**src/rtl/insmemory_param.sv**
```systemverilog
// Instruction memory for the IF stage: registered fetch with stall/flush,
// fault detection, streaming program load and a post-reset NOP clear sweep.
module insmemory_param #(
  parameter int unsigned XLEN   = 32,
  parameter int unsigned DEPTH  = 16,
  parameter int unsigned ADDR_W = $clog2(DEPTH),
  parameter logic [31:0] NOP    = 32'h00000013
) (
  input  logic              clk,
  input  logic              rst,
  input  logic              fetch_en,
  input  logic              stall,
  input  logic              flush,
  input  logic [XLEN-1:0]   pc_out,
  output logic [31:0]       instruction,
  output logic              ins_valid,
  output logic              fetch_fault,
  output logic              mem_ready,
  input  logic              load_start,
  input  logic              load_valid,
  input  logic [31:0]       load_data,
  input  logic              load_last,
  output logic              load_ready,
  output logic [ADDR_W:0]   load_count
);

  localparam logic [1:0] ST_CLEAR = 2'd0;
  localparam logic [1:0] ST_RUN   = 2'd1;
  localparam logic [1:0] ST_LOAD  = 2'd2;

  localparam logic [ADDR_W-1:0] LAST_IDX = ADDR_W'(DEPTH - 1);

  logic [31:0]       mem_q [DEPTH];

  logic [1:0]        state_q, state_d;
  logic [ADDR_W-1:0] ptr_q, ptr_d;
  logic [ADDR_W:0]   cnt_q, cnt_d;
  logic [31:0]       instr_q, instr_d;
  logic              valid_q, valid_d;
  logic              fault_q, fault_d;

  logic              we;
  logic [31:0]       wdata;
  logic [ADDR_W-1:0] fetch_idx_c;
  logic              fetch_fault_c;

  // Word index and fault decode for the presented PC
  always_comb begin
    fetch_idx_c   = pc_out[ADDR_W+1:2];
    fetch_fault_c = (pc_out[1:0] != 2'b00) || ((pc_out >> (ADDR_W + 2)) != '0);
  end

  // Next-state, write-port and output-register logic
  always_comb begin
    state_d = state_q;
    ptr_d   = ptr_q;
    cnt_d   = cnt_q;
    instr_d = instr_q;
    valid_d = 1'b0;
    fault_d = 1'b0;
    we      = 1'b0;
    wdata   = NOP;

    case (state_q)
      ST_CLEAR: begin
        we    = 1'b1;
        ptr_d = ADDR_W'(ptr_q + 1'b1);
        if (ptr_q == LAST_IDX) begin
          state_d = ST_RUN;
        end
      end

      ST_RUN: begin
        if (flush) begin
          instr_d = NOP;
        end else if (stall) begin
          valid_d = valid_q;
          fault_d = fault_q;
        end else if (fetch_en && !load_start) begin
          valid_d = 1'b1;
          if (fetch_fault_c) begin
            instr_d = NOP;
            fault_d = 1'b1;
          end else begin
            instr_d = mem_q[fetch_idx_c];
          end
        end
        // Entering LOAD suppresses any fetch result this cycle
        if (load_start) begin
          state_d = ST_LOAD;
          ptr_d   = '0;
          cnt_d   = '0;
          valid_d = 1'b0;
          fault_d = 1'b0;
        end
      end

      ST_LOAD: begin
        if (load_valid) begin
          we    = 1'b1;
          wdata = load_data;
          ptr_d = ADDR_W'(ptr_q + 1'b1);
          cnt_d = (ADDR_W + 1)'(cnt_q + 1'b1);
          // Stop on the last beat or once the top word is written; never wrap
          if (load_last || (ptr_q == LAST_IDX)) begin
            state_d = ST_RUN;
          end
        end
      end

      default: begin
        state_d = ST_CLEAR;
        ptr_d   = '0;
      end
    endcase
  end

  // State and output registers with synchronous active-low reset
  always_ff @(posedge clk) begin
    if (!rst) begin
      state_q <= ST_CLEAR;
      ptr_q   <= '0;
      cnt_q   <= '0;
      instr_q <= NOP;
      valid_q <= 1'b0;
      fault_q <= 1'b0;
    end else begin
      state_q <= state_d;
      ptr_q   <= ptr_d;
      cnt_q   <= cnt_d;
      instr_q <= instr_d;
      valid_q <= valid_d;
      fault_q <= fault_d;
    end
  end

  // Single write port shared by the clear sweep and the load stream
  always_ff @(posedge clk) begin
    if (rst && we) begin
      mem_q[ptr_q] <= wdata;
    end
  end

  assign instruction = instr_q;
  assign ins_valid   = valid_q;
  assign fetch_fault = fault_q;
  assign load_count  = cnt_q;
  assign mem_ready   = (state_q == ST_RUN);
  assign load_ready  = (state_q == ST_LOAD);

endmodule

```
**config.mk**
```make
export PLATFORM = sky130hd
export DESIGN_NAME = insmemory_param
export DESIGN_NICKNAME = d
export VERILOG_FILES = /design/src/rtl/insmemory_param.sv
export SDC_FILE = /design/constraint.sdc
export NUM_CORES = 1
export LEC_CHECK = 0
export ABC_CLOCK_PERIOD_IN_PS = 8500
export CAP_MARGIN = 20
export CORE_ASPECT_RATIO = 1.25
export CORE_MARGIN = 3
export CORE_UTILIZATION = 45
export DETAILED_ROUTE_END_ITERATION = 8
export PLACE_DENSITY = 0.6
export SETUP_SLACK_MARGIN = 0.02
export SYNTH_ARGS = -nofsm -noshare
export SYNTH_HDL_FRONTEND = slang
export SYNTH_SLANG_ARGS = --single-unit
```
**constraint.sdc**
```tcl
create_clock -name clk -period 8.5 [get_ports clk]
set_input_delay 1.7 -clock clk [delete_from_list [all_inputs] [get_ports clk]]
set_output_delay 1.7 -clock clk [all_outputs]
set_load 0.02 [all_outputs]
```
Word level (Yosys, flattened, before mapping)
Memory sizes are Yosys's and may differ from the RTL's.
Cells that the tools add are included.
{ "totals": {"reg_bits": 45, "ram_bits": 512, "input_bits": 72, "output_inout_bits": 41, "elab_cells": 58, "mem_count": 1} }
{ "mem_list": {"columns": ["name", "depth", "word_bits", "read_ports", "rd_ports_with_merged_regs", "wr", "line", "source"], "rows": [
  ["mem_q", 16, 32, 1, 0, 1, "33", "logic [31:0] mem_q [DEPTH];"]
]} }
{ "op_classes": {"addsub": 2, "n_eq_ne": 8, "muxes": 24, "bitwise": 2, "reduce_logical": 15} }
{ "op_table": {"columns": ["op", "n"], "rows": [
  ["two-way mux 32 bit", 6],
  ["nonzero test 32 bit", 1],
  ["one-hot mux 4 bit (3 select lines)", 1],
  ["two-way mux 5 bit", 2],
  ["one-hot mux 5 bit (2 select lines)", 1],
  ["two-way mux 2 bit", 4],
  ["two-way mux 4 bit", 2],
  ["two-way mux 1 bit", 6],
  ["!= test 2 x 1 -> 1 bit, second input constant", 3],
  ["one-hot mux 2 bit (3 select lines)", 1],
  ["AND reduction 3 bit", 2],
  ["nonzero test 2 bit", 3],
  ["adder 5 x 1 -> 5 bit, second input constant", 1],
  ["adder 4 x 1 -> 4 bit, second input constant", 1],
  ["== test 4 bit, second input constant", 1],
  ["!= test 2 bit, second input constant", 2],
  ["AND reduction 4 bit", 1],
  ["OR reduction 4 bit", 1],
  ["== test 2 x 1 -> 1 bit, second input constant", 1],
  ["== test 2 bit, second input constant", 1],
  ["logical AND 1 bit", 2],
  ["logical NOT 2 bit", 1],
  ["logical OR 1 bit", 2],
  ["NOT 1 bit", 2],
  ["other kinds (3)", 3]
]} }

Depth between registers and ports, before layout
Gate-level depths: netlist of run 1.
{ "depth": {"depth_word": 6, "mapped_depth": 8, "ltp_nobuf": 5} }

Worst setup path after synthesis of run 1
OpenSTA, ideal clock, no wires.
{ "synth_path": {"kind": "input -> register", "from": "input rst", "to": "memory mem_q[1][0] (enable)", "setup_ns": 0.461, "t_arrival_ns": 4.504, "t_required_ns": 8.039, "path_slack_ns": 3.535, "cell_stages": 4, "path_buffers": 0, "path_cell_list": "inv_1 -> a211oi_1 -> nand2_1 -> nor3_1"} }
{ "synth_between": {"elab_chain_cells": 3} }
{ "synth_lines": {"columns": ["element", "line", "source"], "rows": [
  ["from (decl)", "10", "input logic rst,"],
  ["logical AND 1 bit", "139", "if (rst && we) begin"],
  ["two-way mux 1 bit", "139", null],
  ["two-way mux 1 bit (implied by the code)", "140", "mem_q[ptr_q] <= wdata;"],
  ["to (decl)", "33", null]
]} }
Every way passes these cells.

Final worst setup path of run 1
{ "layout_path": {"from": "input pc_out[2]", "to": "register instr_q[7] (netlist: instruction[7])"} }
{ "layout_between": {"elab_chain_cells": 5} }
{ "layout_lines": {"columns": ["element", "line", "source"], "rows": [
  ["from (decl)", "14", "input logic [XLEN-1:0] pc_out,"],
  ["memory read (16 x 32 bit)", null, null],
  ["two-way mux 32 bit", "81", "if (fetch_fault_c) begin"],
  ["two-way mux 32 bit", "79", "end else if (fetch_en && !load_start) begin"],
  ["two-way mux 32 bit", "76", "end else if (stall) begin"],
  ["two-way mux 32 bit", "74", "if (flush) begin"],
  ["to (signal assigned)", "131", "instr_q <= instr_d;"],
  ["to (decl)", "38", "logic [31:0] instr_q, instr_d;"]
]} }
Every way passes these cells. The select of a mux whose other input is x is not followed.
A chain may end at the register's enable or synchronous reset.

==> results of run 1 <==
## worst register-to-register path, cell delays in order, from the launching register on
cell and delay (ps):
dfxtp_1 400, a211oi_1 450, nand2_1 350, nor2_4 550, buf_4 410
## area by class of cell
class	count	share of cell area, %
tap	637	3.13
clock inverter	18	0.748
multi-input combinational	704	20.3
sequential	557	64.0
clock buffer	79	5.95
inverter	5	0.0738
timing repair buffer	139	5.77
## power groups by stage
stage | clock (µW) | combinational, µW | sequential, µW
2_1_floorplan | 0 | 301 | 3240
4_1_cts | 2360 | 516 | 3190
3_5_place_dp | 0 | 513 | 3250
6_report | 2310 | 508 | 3190
5_1_grt | 2470 | 552 | 3200
3_3_place_gp | 0 | 505 | 3240
## logic make-up (layout without fill, tap and decap cells)
family          count (synthesis)  count (layout)  share of synthesized area (%)
simple gates                  288             288                           6.48
mux                           257             257                           11.9
flops                         557             557                           75.1
xor+xnor                        5               5                          0.202
fa+ha+maj                       5               5                          0.289
buf+inv                        82             241                           1.63
compound gates                149             149                           4.37
## flip-flops by register name, indices dropped and copies added (netlist names)
name	cells
fetch_fault	1
ins_valid	1
instruction	32
load_count	5
mem_q	512
ptr_q	4
state_q	2
## worst max path at each step
stage	endpoint	startpoint	slack [ps]	depth (start not counted)
floorplan	mem_q[1][0]	rst	3540	4
global route	instruction[7]	pc_out[2]	4060	7
detailed placement	instruction[7]	pc_out[2]	3660	7
finish	instruction[7]	pc_out[2]	4220	7
CTS	instruction[7]	pc_out[2]	4250	7
global placement	instruction[7]	pc_out[2]	3680	7
## cell usage in the layout, fill, tap and decap left out, drive strengths merged, types with 14 or more instances in the layout
master           n
and2            31
buf             30
clkbuf          79
clkdlybuf4s50  109
clkinv          14
dfxtp           45
edfxtp         512
mux2i          251
nand2           43
nor2           112
nor3            34
nor4            37
o21ai           33
o22ai           58
o31ai           29
## stage by stage
stage	area (µm²)	utilization, %	std cells
after floorplan	21700	-	1343
after global placement	23500	49.6	2033
after detailed placement	23700	50.0	2042
after CTS	25400	53.6	2139
after global routing	25400	53.6	2139
final	25400	53.6	2139
## per-layer routing
layer,vias to the layer above,global-route usage (%),share of wire (%)
li1,5424,-,-
met1,5914,26.3,43
met2,309,33.4,50
met5,-,0,0
met4,0,5.68,2.5
met3,73,2.62,4.4
==> results.sh, run 1 <==
export IMPL_p_leak_uw=0.00859
export IMPL_vias=11700
export IMPL_io_buffer_count=112
export IMPL_period_needed_ps=4280
export IMPL_p_int_uw=4660
export IMPL_die_width_um=202
export IMPL_avgViaCountPerCell=5.48
export IMPL_finalWeightedCongestion=0.760
export IMPL_root_buffer="clkbuf_16"
export IMPL_regArea_um2=16300
export IMPL_fmax_mhz=234
export IMPL_yosysMostFrequentCell="edfxtp_1"
export IMPL_pwr_share_clk_pct=38.4
export IMPL_max_stage_delay_ps=840
export IMPL_timing_final_crit_share_pct=50.3
export IMPL_path_cells="buf_6 > buf_4 > buf_4 > mux2i_1 > o22ai_1 > nor4_1 > o31ai_1"
export IMPL_p_per_area_nw_per_um2=236
export IMPL_cts_tree="yes"
export IMPL_max_cap_violations=0
export IMPL_hold_start="instruction[29]"
export IMPL_core_um2=47400
export IMPL_num_antenna_cells=0
export IMPL_grt_antenna_before_repair=0
export IMPL_grt_max_degree=102
export IMPL_fin_ws_ps=4220
export IMPL_setup_tns_ps=0
export IMPL_post_cts_resized=0
export IMPL_synth_edf_count=512
export IMPL_htree_num_levels=2
export IMPL_num_nets_final=1537
export IMPL_drv_slew=0
export IMPL_synth_nets=1420
export IMPL_grt_pass1_vias=12100
export IMPL_power_total_uw=6010
export IMPL_netlist_area_leader_share_pct=71.0
export IMPL_clock_path_buffers=3
export IMPL_rrSetupSlack_ps=5990
export IMPL_synth_area_top_cells="edfxtp_1, mux2i_1, dfxtp_1"
export IMPL_power_frac_seq_pct=53.1
export IMPL_synth_warnings=0
export IMPL_fillers=3851
export IMPL_post_cts_setup_buffers=0
export IMPL_crit_path_frequent_cell="buf_4"
export IMPL_cts_sinks=557
export IMPL_worst_path_max_fanout=49
export IMPL_max_slew_worst_pin_slew_ps=963
export IMPL_drt_initial_drc_count=802
export IMPL_cp_top_family="buffers and inverters"
export IMPL_start_kind="input pin"
export IMPL_rr_endpoint="mem_q[7][16]"
export IMPL_area_growth_pct=17.4
export IMPL_hold_viol=0
export IMPL_drive_gt1_share_pct=9.39
export IMPL_drcViolationCount=0
export IMPL_hold_class="reg2reg"
export IMPL_grt_ovfl_total=0
export IMPL_numCtsBuffers=53
export IMPL_critPathKind="in2reg"
export IMPL_routed_wl_um=50000
export IMPL_drt_pass1_iter_count=5
export IMPL_chipHeight_um=251
export IMPL_outcome="completed"
export IMPL_hold_end="instruction[29]"
export IMPL_path_clk_slew_ps=60
export IMPL_pre_cts_slack_ps=3660
export IMPL_syn_cell_area_um2=21700
export IMPL_yosysTopAreaCell="edfxtp_1"
export IMPL_synth_common_cells="edfxtp_1, mux2i_1, nor2_1"
export IMPL_end_kind="flip-flop"
export IMPL_rows=89
export IMPL_track_usage_pct=19.5
export IMPL_reg2reg_from="state_q[0]"
export IMPL_setup_viol=0
export IMPL_power_frac_comb_pct=8.5
export IMPL_syn_inst=1343
export IMPL_grt_pass1_wl_um=75600
export IMPL_initial_core_util_pct=45.7
export IMPL_final_antenna_net_count=0
export IMPL_switching_share_pct=22.4
export IMPL_crit_arrival_ps=4710
export IMPL_cp_data_required_time_ps=8930
export IMPL_max_slew_margin_pct=35.8
export IMPL_hold_ws_ps=450
export IMPL_p_switching_uw=1340
export IMPL_cp_slowest_cell="buf_4"
export IMPL_place_hpwl_um=28400
export IMPL_crit_buf_inv=3
export IMPL_finClkSkew_ps=19.7
export IMPL_ctsHoldBuffers=0
export IMPL_vdd_drop_max_v=0.000144
export IMPL_clk_latency_ps=570
export IMPL_async_flop_share_pct=0
export IMPL_synth_seq_cells=557
export IMPL_die_area_um2=50800
export IMPL_multiInputGateArea_um2=5170
export IMPL_io_pins=113
export IMPL_synth_distinct_cells=40
export IMPL_r2r_cells=4
export IMPL_rsz0062_at_grt="false"
export IMPL_whs_path_depth=2
export IMPL_ys_seq_area_share_pct=75.1
export IMPL_syn_mean_instance_area_um2=16.1
export IMPL_wl_per_cell_um=23.4
export IMPL_ys_flop_type="edfxtp_1"
Power figures use the tool's default switching activity.
==> inputs of run 2 (changes only) <==
--- a/config.mk
+++ b/config.mk
@@ -5,7 +5,7 @@
 export SDC_FILE = /design/constraint.sdc
 export NUM_CORES = 1
 export LEC_CHECK = 0
-export ABC_CLOCK_PERIOD_IN_PS = 8500
+export ABC_CLOCK_PERIOD_IN_PS = 4150
 export CAP_MARGIN = 20
 export CORE_ASPECT_RATIO = 1.25
 export CORE_MARGIN = 3
==> constraint.sdc (replaced) <==
create_clock -name clk -period 4.15 [get_ports clk]
set_input_delay 0.83 -clock clk [delete_from_list [all_inputs] [get_ports clk]]
set_output_delay 0.83 -clock clk [all_outputs]
set_load 0.02 [all_outputs]
==> results.sh, run 2 (synthesis gave the netlist of run 1 again) <==
export IMPL_grt_pass1_wl_um=78400
export IMPL_area_growth_pct=17.5
export IMPL_pwr_share_clk_pct=36.8
export IMPL_regMostFlops="mem_q"
export IMPL_cts_tree="yes"
export IMPL_finClkSkew_ps=12.8
export IMPL_grt_max_degree=59
export IMPL_routed_wl_um=52100
export IMPL_end_kind="output pin"
export IMPL_p_switching_uw=2790
export IMPL_place_hpwl_um=28800
export IMPL_max_slew_worst_pin_slew_ps=1060
export IMPL_root_buffer="clkbuf_16"
export IMPL_avgViaCountPerCell=5.55
export IMPL_dp_cells=2057
export IMPL_path_clk_slew_ps=60
export IMPL_initial_core_util_pct=45.7
export IMPL_post_cts_setup_buffers=0
export IMPL_multiInputGateArea_um2=5170
export IMPL_period_needed_ps=2970
export IMPL_stdcell_count=2151
export IMPL_critPathKind="reg2out"
export IMPL_vdd_drop_max_v=0.000316
export IMPL_num_nets_final=1551
export IMPL_finalWeightedCongestion=0.782
export IMPL_hold_class="reg2reg"
export IMPL_rows=89
export IMPL_die_area_um2=50800
export IMPL_core_um2=47400
export IMPL_final_cell_mix="edfxtp_1, mux2i_1, clkdlybuf4s50_1"
export IMPL_final_common_cell="edfxtp_1"
export IMPL_regArea_um2=16300
export IMPL_timing_final_crit_share_pct=71.7
export IMPL_final_antenna_net_count=0
export IMPL_worst_path_max_fanout=11
export IMPL_p_leak_uw=0.00861
export IMPL_drcViolationCount=0
export IMPL_die_width_um=202
export IMPL_power_frac_seq_pct=54.2
export IMPL_crit_arrival_ps=2140
export IMPL_drt_pass1_iter_count=5
export IMPL_cts_sinks=557
export IMPL_num_antenna_cells=0
export IMPL_grt_ovfl_total=0
export IMPL_max_slew_margin_pct=29.1
export IMPL_setup_tns_ps=0
export IMPL_drv_slew=0
export IMPL_drt_initial_drc_count=829
export IMPL_power_frac_comb_pct=9.0
export IMPL_vias=11900
export IMPL_ctsHoldBuffers=0
export IMPL_grt_pass1_vias=12200
export IMPL_setup_viol=0
export IMPL_largest_reg_flops=512
export IMPL_hold_viol=0
export IMPL_chipHeight_um=251
export IMPL_numCtsBuffers=51
export IMPL_drive_gt1_share_pct=9.84
export IMPL_rsz0062_at_grt="false"
export IMPL_switching_share_pct=23.1
export IMPL_wl_per_cell_um=24.2
export IMPL_track_usage_pct=20.4
export IMPL_grt_antenna_before_repair=0
export IMPL_start_kind="flip-flop"
export IMPL_max_cap_violations=0
export IMPL_fmax_mhz=336
export IMPL_cp_data_required_time_ps=3320
export IMPL_outcome="completed"
export IMPL_clk_latency_ps=570
export IMPL_io_buffer_count=112
export IMPL_htree_num_levels=2
export IMPL_clock_path_buffers=3
export IMPL_p_per_area_nw_per_um2=473
export IMPL_post_cts_resized=0
export IMPL_fillers=3860
export IMPL_p_int_uw=9260
export IMPL_io_pins=113
## run 2: layout make-up
cell class                      count  area share [%]
Sequential cell                   557            63.9
Multi-Input combinational cell    704            20.3
Clock inverter                     30           0.880
Clock buffer                       63            5.19
Timing Repair Buffer              155            6.45
Inverter                            5          0.0737
Tap cell                          637            3.13
## run 2: routing by layer
layer  share of wire (%)  vias up  track usage, %
met3                 4.6       75            2.76
li1                    -     5459               -
met1                  42     6092            27.4
met5                   0        -               0
met2                  51      303            35.2
met4                 2.3        0            5.61
## run 2: path summary, 6_finish.rpt
check | from | end | slack, ps | cells past startpoint
worst max-delay path | state_q[0] | mem_ready | 1180 | 2
worst min-delay path | instruction[12] | instruction[12] | 460 | 2
worst max register to register | state_q[1] | mem_q[11][0] | 1840 | 2
worst min register to register | instruction[12] | instruction[12] | 460 | 2
## run 2: stage by stage
stage / instance area, µm² / hold slack (ps) / setup slack (ps) / total power (µW) / util, %
after CTS: 25400 / 466 / 1140 / 12100 / 53.6
final: 25500 / 459 / 1180 / 12000 / 53.7
after global placement: 23900 / 446 / 899 / 7740 / 50.4
after floorplan: 21700 / 529 / 55.1 / 7250 / -
after detailed placement: 23900 / 452 / 818 / 7750 / 50.4
after global routing: 25500 / 482 / 1080 / 12500 / 53.7
## run 2: power by group through the flow
| stage | clock network (µW) | logic (µW) | registers (µW) |
|---|---|---|---|
| 2_1_floorplan | 0 | 617 | 6630 |
| 3_3_place_gp | 0 | 1100 | 6640 |
| 3_5_place_dp | 0 | 1100 | 6650 |
| 4_1_cts | 4510 | 1100 | 6530 |
| 5_1_grt | 4720 | 1180 | 6550 |
| 6_report | 4430 | 1090 | 6530 |
## run 2: critical path: stages, from the launching register on
cell and delay (ps):
dfxtp_1 480, nor2b_1 390, clkdlybuf4s50_1 700
==> edit 1: new RTL, config.mk and constraints of run 2 <==
Change the parameter `XLEN` from 32 to 64.
--- a/src/rtl/insmemory_param.sv
+++ b/src/rtl/insmemory_param.sv
@@ -2,5 +2,5 @@
 // fault detection, streaming program load and a post-reset NOP clear sweep.
 module insmemory_param #(
-  parameter int unsigned XLEN   = 32,
+  parameter int unsigned XLEN   = 64,
   parameter int unsigned DEPTH  = 16,
   parameter int unsigned ADDR_W = $clog2(DEPTH),
Interface: changed (resized pc_out); port bits go from 113 to 145. No check against the original RTL was run, so the function may have changed too.
==> edit 1 against run 2 <==
Area after synthesis hardly changed. Total power is 4.3% higher. Core utilization is 1.0 points higher. Clock skew is 10 ps higher. Sequential cell count stayed put. Setup slack worse by 210 ps. Sequential share of layout area is 1.2 points lower. Sequential power hardly changed. Design area is 1.9% higher. Wire length is 4.7% lower. Largest cell class unchanged.
==> edit 1: results (changes against run 2) <==
Pwr:
- The proportion of total power due to net switching is 0.221 (was 0.231).
- The share of total power in the clock network came to 0.393 (was 0.368).
- The leakage power summed over all cells is 8.30 nW (was 8.61 nW).
- The maximum ir drop on the vdd rail is 0.000350 V (was 0.000316 V).

Final layout:
- The fraction of final layout cells with drive strength greater than 1 is 0.180 (was 0.0984).
- The final net count was 1442 (was 1551).

Synth:
- The compound-cell area share of the yosys netlist came to 0.0646 (was 0.0437).
- The post-synthesis adder-cell area fraction was 0.00289 (about the same).
- The mux share of post-synthesis cell area is 0.126 (was 0.119).
- The number of nets in the synthesized netlist is 1260 (was 1420).
- Biggest area contributors in the synthesized netlist: edfxtp_1 71%, mux4_2 6.6%, mux2i_1 6.0%, dfxtp_1 4.2%, o221ai_1 2.3% (was edfxtp_1 71%, mux2i_1 12%, dfxtp_1 4.2%, nor2_1 1.9%, o22ai_1 1.7%).
- Commonest cells in the synthesized netlist: 512 x edfxtp_1, 129 x mux2i_1, 64 x mux4_2, 58 x o221ai_1, 45 x dfxtp_1 (was 512 x edfxtp_1, 251 x mux2i_1, 112 x nor2_1, 58 x o22ai_1).
- The average cell area after synthesis is 18.8 um^2 (was 16.1 um^2).

Critical path:
- The stage delay of the slowest cell on the critical path is 730 ps (was 700 ps).
- The setup slack of the most critical reg-to-reg path is 1690 ps (was 1840 ps).

Timing:
- The worst clock skew on the final layout is 23.2 ps (was 12.8 ps).
- The worst hold margin is 459 ps (about the same).
- The worst-margin pin slew is 1080 ps (was 1060 ps).
- The top achievable clock speed is 314 MHz (was 336 MHz).

GRT:
- The global-route usage over all layers is 0.195 (was 0.204).
- The routing usage on met2 is 0.331 (was 0.352).
- The met1 track demand over resource in global routing came to 0.267 (was 0.274).
- The global-route met3 utilization was 0.0346 (was 0.0276).
- The wire length of the first global-routing pass came to 74.3 mm (was 78.4 mm).
- The initial antenna violation count is 2 (was 0).

Routing:
- The detailed-route wire length per cell came to 24.7 um (was 24.2 um).
- The wire length on met1 is 21.2 mm (was 22.1 mm).
- The amount of wire on met2 after detailed routing was 24.9 mm (was 26.4 mm).
- The met3 wire length is 2.71 mm (was 2.39 mm).

Placement:
- The worst setup slack before clock tree synthesis is 506 ps (was 818 ps).
- The post-placement cell area is 0.0241 mm^2 (was 0.0239 mm^2).
- The number of port buffers is 144 (was 112).
- The HPWL reported at the end of detailed placement is 30.6 mm (was 28.8 mm).
- The placed cell count came to 1916 (was 2057).

Outcome:
- Result of the run: finished clean (unchanged).

CTS:
- The number of CTS-inserted buffers is 52 (was 51).
==> edit 1: changes by cell type after synthesis, moves of 29 or more <==
cell	change
mux2i_1	-122
mux4_2	+64
nor2_1	-83
nor3_1	-30
o21ai_0	-29
o221ai_1	+58
o22ai_1	-29
==> edit 1: worst paths after layout <==
kind | to | cells after the start
setup / recovery | mem_ready | 2
hold / removal | instruction[18] | 2
setup reg to reg | mem_q[8][23] | 4
hold reg to reg | instruction[18] | 2
==> edit 1: layout make-up <==
type | count | area, um^2
Inverter | 6 | 22.5
Multi-Input combinational cell | 522 | 5100
Clock inverter | 24 | 300
Fill cell | 3779 | 21500
Clock buffer | 72 | 1500
Tap cell | 637 | 797
Sequential cell | 557 | 16300
Timing Repair Buffer | 194 | 1930
==> edit 1: worst register-to-register path: stages (launching register included) <==
cell,delay [ps]
dfxtp_1,370
a211oi_1,650
nand2_1,400
nor2_4,470
buf_12,240
==> edit 2: new RTL, config.mk and constraints of run 2 <==
Made on the original files. Reset style: asynchronous (`rst`), changed in one clocked block. Comments in the files are not updated.
--- a/src/rtl/insmemory_param.sv
+++ b/src/rtl/insmemory_param.sv
@@ -117,5 +117,5 @@
 
   // State and output registers with synchronous active-low reset
-  always_ff @(posedge clk) begin
+  always_ff @(posedge clk or negedge rst) begin
     if (!rst) begin
       state_q <= ST_CLEAR;
Function: same outputs for any inputs over 10 cycles, from zero or initial values and one cycle with rst low; that may be too few to reach the edited logic, so the function may still have changed.
==> edit 2 against run 2 <==
Sequential cell count is the same. Wire length rose by 1.8%. Total power up 9.0%. Final cell count is 0.98% lower. Area after synthesis rose by 2.1%. Design area rose by 2.6%. Global-route usage grew 0.13 points. Setup slack got worse by 220 ps. Maximum frequency decreased by 6.8%. Sequential share of layout area decreased by 0.74 points.
==> edit 2: results (changes against run 2) <==
Critical path:
- The maximum fanout along the worst path came to 16 (was 11).
- The stage delay of the slowest cell on the critical path is 600 ps (was 700 ps).
- The highest-delay cell along the critical path is dfrtp_1 (was clkdlybuf4s50_1).
- The cell depth of the worst flop-to-flop path came to 4 (was 2).
- The setup slack of the most critical reg-to-reg path is 1790 ps (was 1840 ps).

Final layout:
- The number of fill cells in the layout came to 3859 (was 3860).
- The fraction of final layout cells with drive strength greater than 1 came to 0.136 (was 0.0984).
- The final net count is 1521 (was 1551).

Hold path:
- The class of the tightest hold or removal check was in2async (was reg2reg).

CTS:
- The number of CTS-inserted buffers is 53 (was 51).

Routing:
- The total wire length after detailed routing is 53.1 mm (was 52.1 mm).
- The via count normalized by instance count is 5.65 (was 5.55).

GRT:
- The global-route usage over all layers came to 0.205 (was 0.204).
- The routing usage on met2 was 0.364 (was 0.352).
- The met1 track demand over resource in global routing is 0.268 (was 0.274).
- The wire length of the first global-routing pass was 79.1 mm (was 78.4 mm).
- The global-route met3 utilization was 0.0245 (was 0.0276).
- The pin count of the biggest net entering global routing is 54 (was 59).

Synth:
- Commonest cells in the synthesized netlist: 512 x edfxtp_1, 187 x mux2i_1, 58 x a22oi_1, 51 x nand2_1, 49 x clkbuf_1 (was 512 x edfxtp_1, 251 x mux2i_1, 112 x nor2_1, 58 x o22ai_1).
- The share of the yosys chip area belonging to registers is 0.746 (was 0.751).
- Biggest area contributors in the synthesized netlist: edfxtp_1 70%, mux2i_1 8.5%, dfrtp_1 4.8%, a22oi_1 2.0%, mux2_2 1.5% (was edfxtp_1 71%, mux2i_1 12%, dfxtp_1 4.2%, nor2_1 1.9%, o22ai_1 1.7%).
- The count of cell types in the netlist came to 53 (was 40).

Outcome:
- Result of the run: finished clean (unchanged).

Timing:
- The worst hold margin was 461 ps (was 459 ps).

Placement:
- The global placement routability congestion was 0.776 (was 0.782).
- The HPWL reported at the end of detailed placement is 31.2 mm (was 28.8 mm).

Pwr:
- The leakage power summed over all cells is 9.11 nW (was 8.61 nW).
==> edit 2: cell families (layout without fill, tap and decap cells) <==
group | Yosys count | after routing | share of synthesized area
AOI/OAI and AO/OA | 245 | 245 | 0.0867
and+or+nand+nor | 177 | 177 | 0.0405
buffers and inverters | 98 | 279 | 0.0191
muxes | 220 | 220 | 0.103
adders and majority gates | 5 | 5 | 0.00283
DFF | 557 | 557 | 0.746
xor gates and xnor gates | 3 | 3 | 0.00119
==> edit 2: cell type report <==
cell class / instances / area (um^2) / share of cell area
timing repair buffer: 168 / 1670 / 0.0639
clock buffer: 73 / 1460 / 0.0560
inverter: 14 / 52.6 / 0.00201
tap: 644 / 806 / 0.0309
sequential: 557 / 16500 / 0.632
multi-input combinational: 650 / 5350 / 0.205
clock inverter: 24 / 275 / 0.0105
==> edit 2: layer usage <==
| metal | routed length [um] | vias up |
|---|---|---|
| met2 | 27600 | 281 |
| met3 | 2180 | 65 |
| met5 | 0 | - |
| met1 | 22100 | 6205 |
| met4 | 1200 | 0 |
| li1 | - | 5473 |
==> edit 2: report_power, final <==
part	internal (W)	switching (W)	total (W)
logic	0.000501	0.000975	0.00148
registers	0.00665	0.000178	0.00683
clock network	0.00283	0.00200	0.00483
total	0.00999	0.00315	0.0131
==> edit 2: stage by stage <==
| stage | cell area [um^2] | setup WS, ps | cells | util | power (W) |
|---|---|---|---|---|---|
| final | 26100 | 959 | 2130 | 0.539 | 0.0131 |
| after global routing | 26100 | 848 | 2130 | 0.539 | 0.0136 |
| after CTS | 26100 | 921 | 2130 | 0.539 | 0.0133 |
| after detailed placement | 24400 | 849 | 2033 | 0.503 | 0.00844 |
| after global placement | 24400 | 945 | 2033 | 0.503 | 0.00842 |
| after floorplan | 22100 | 519 | 1305 | - | 0.00773 |
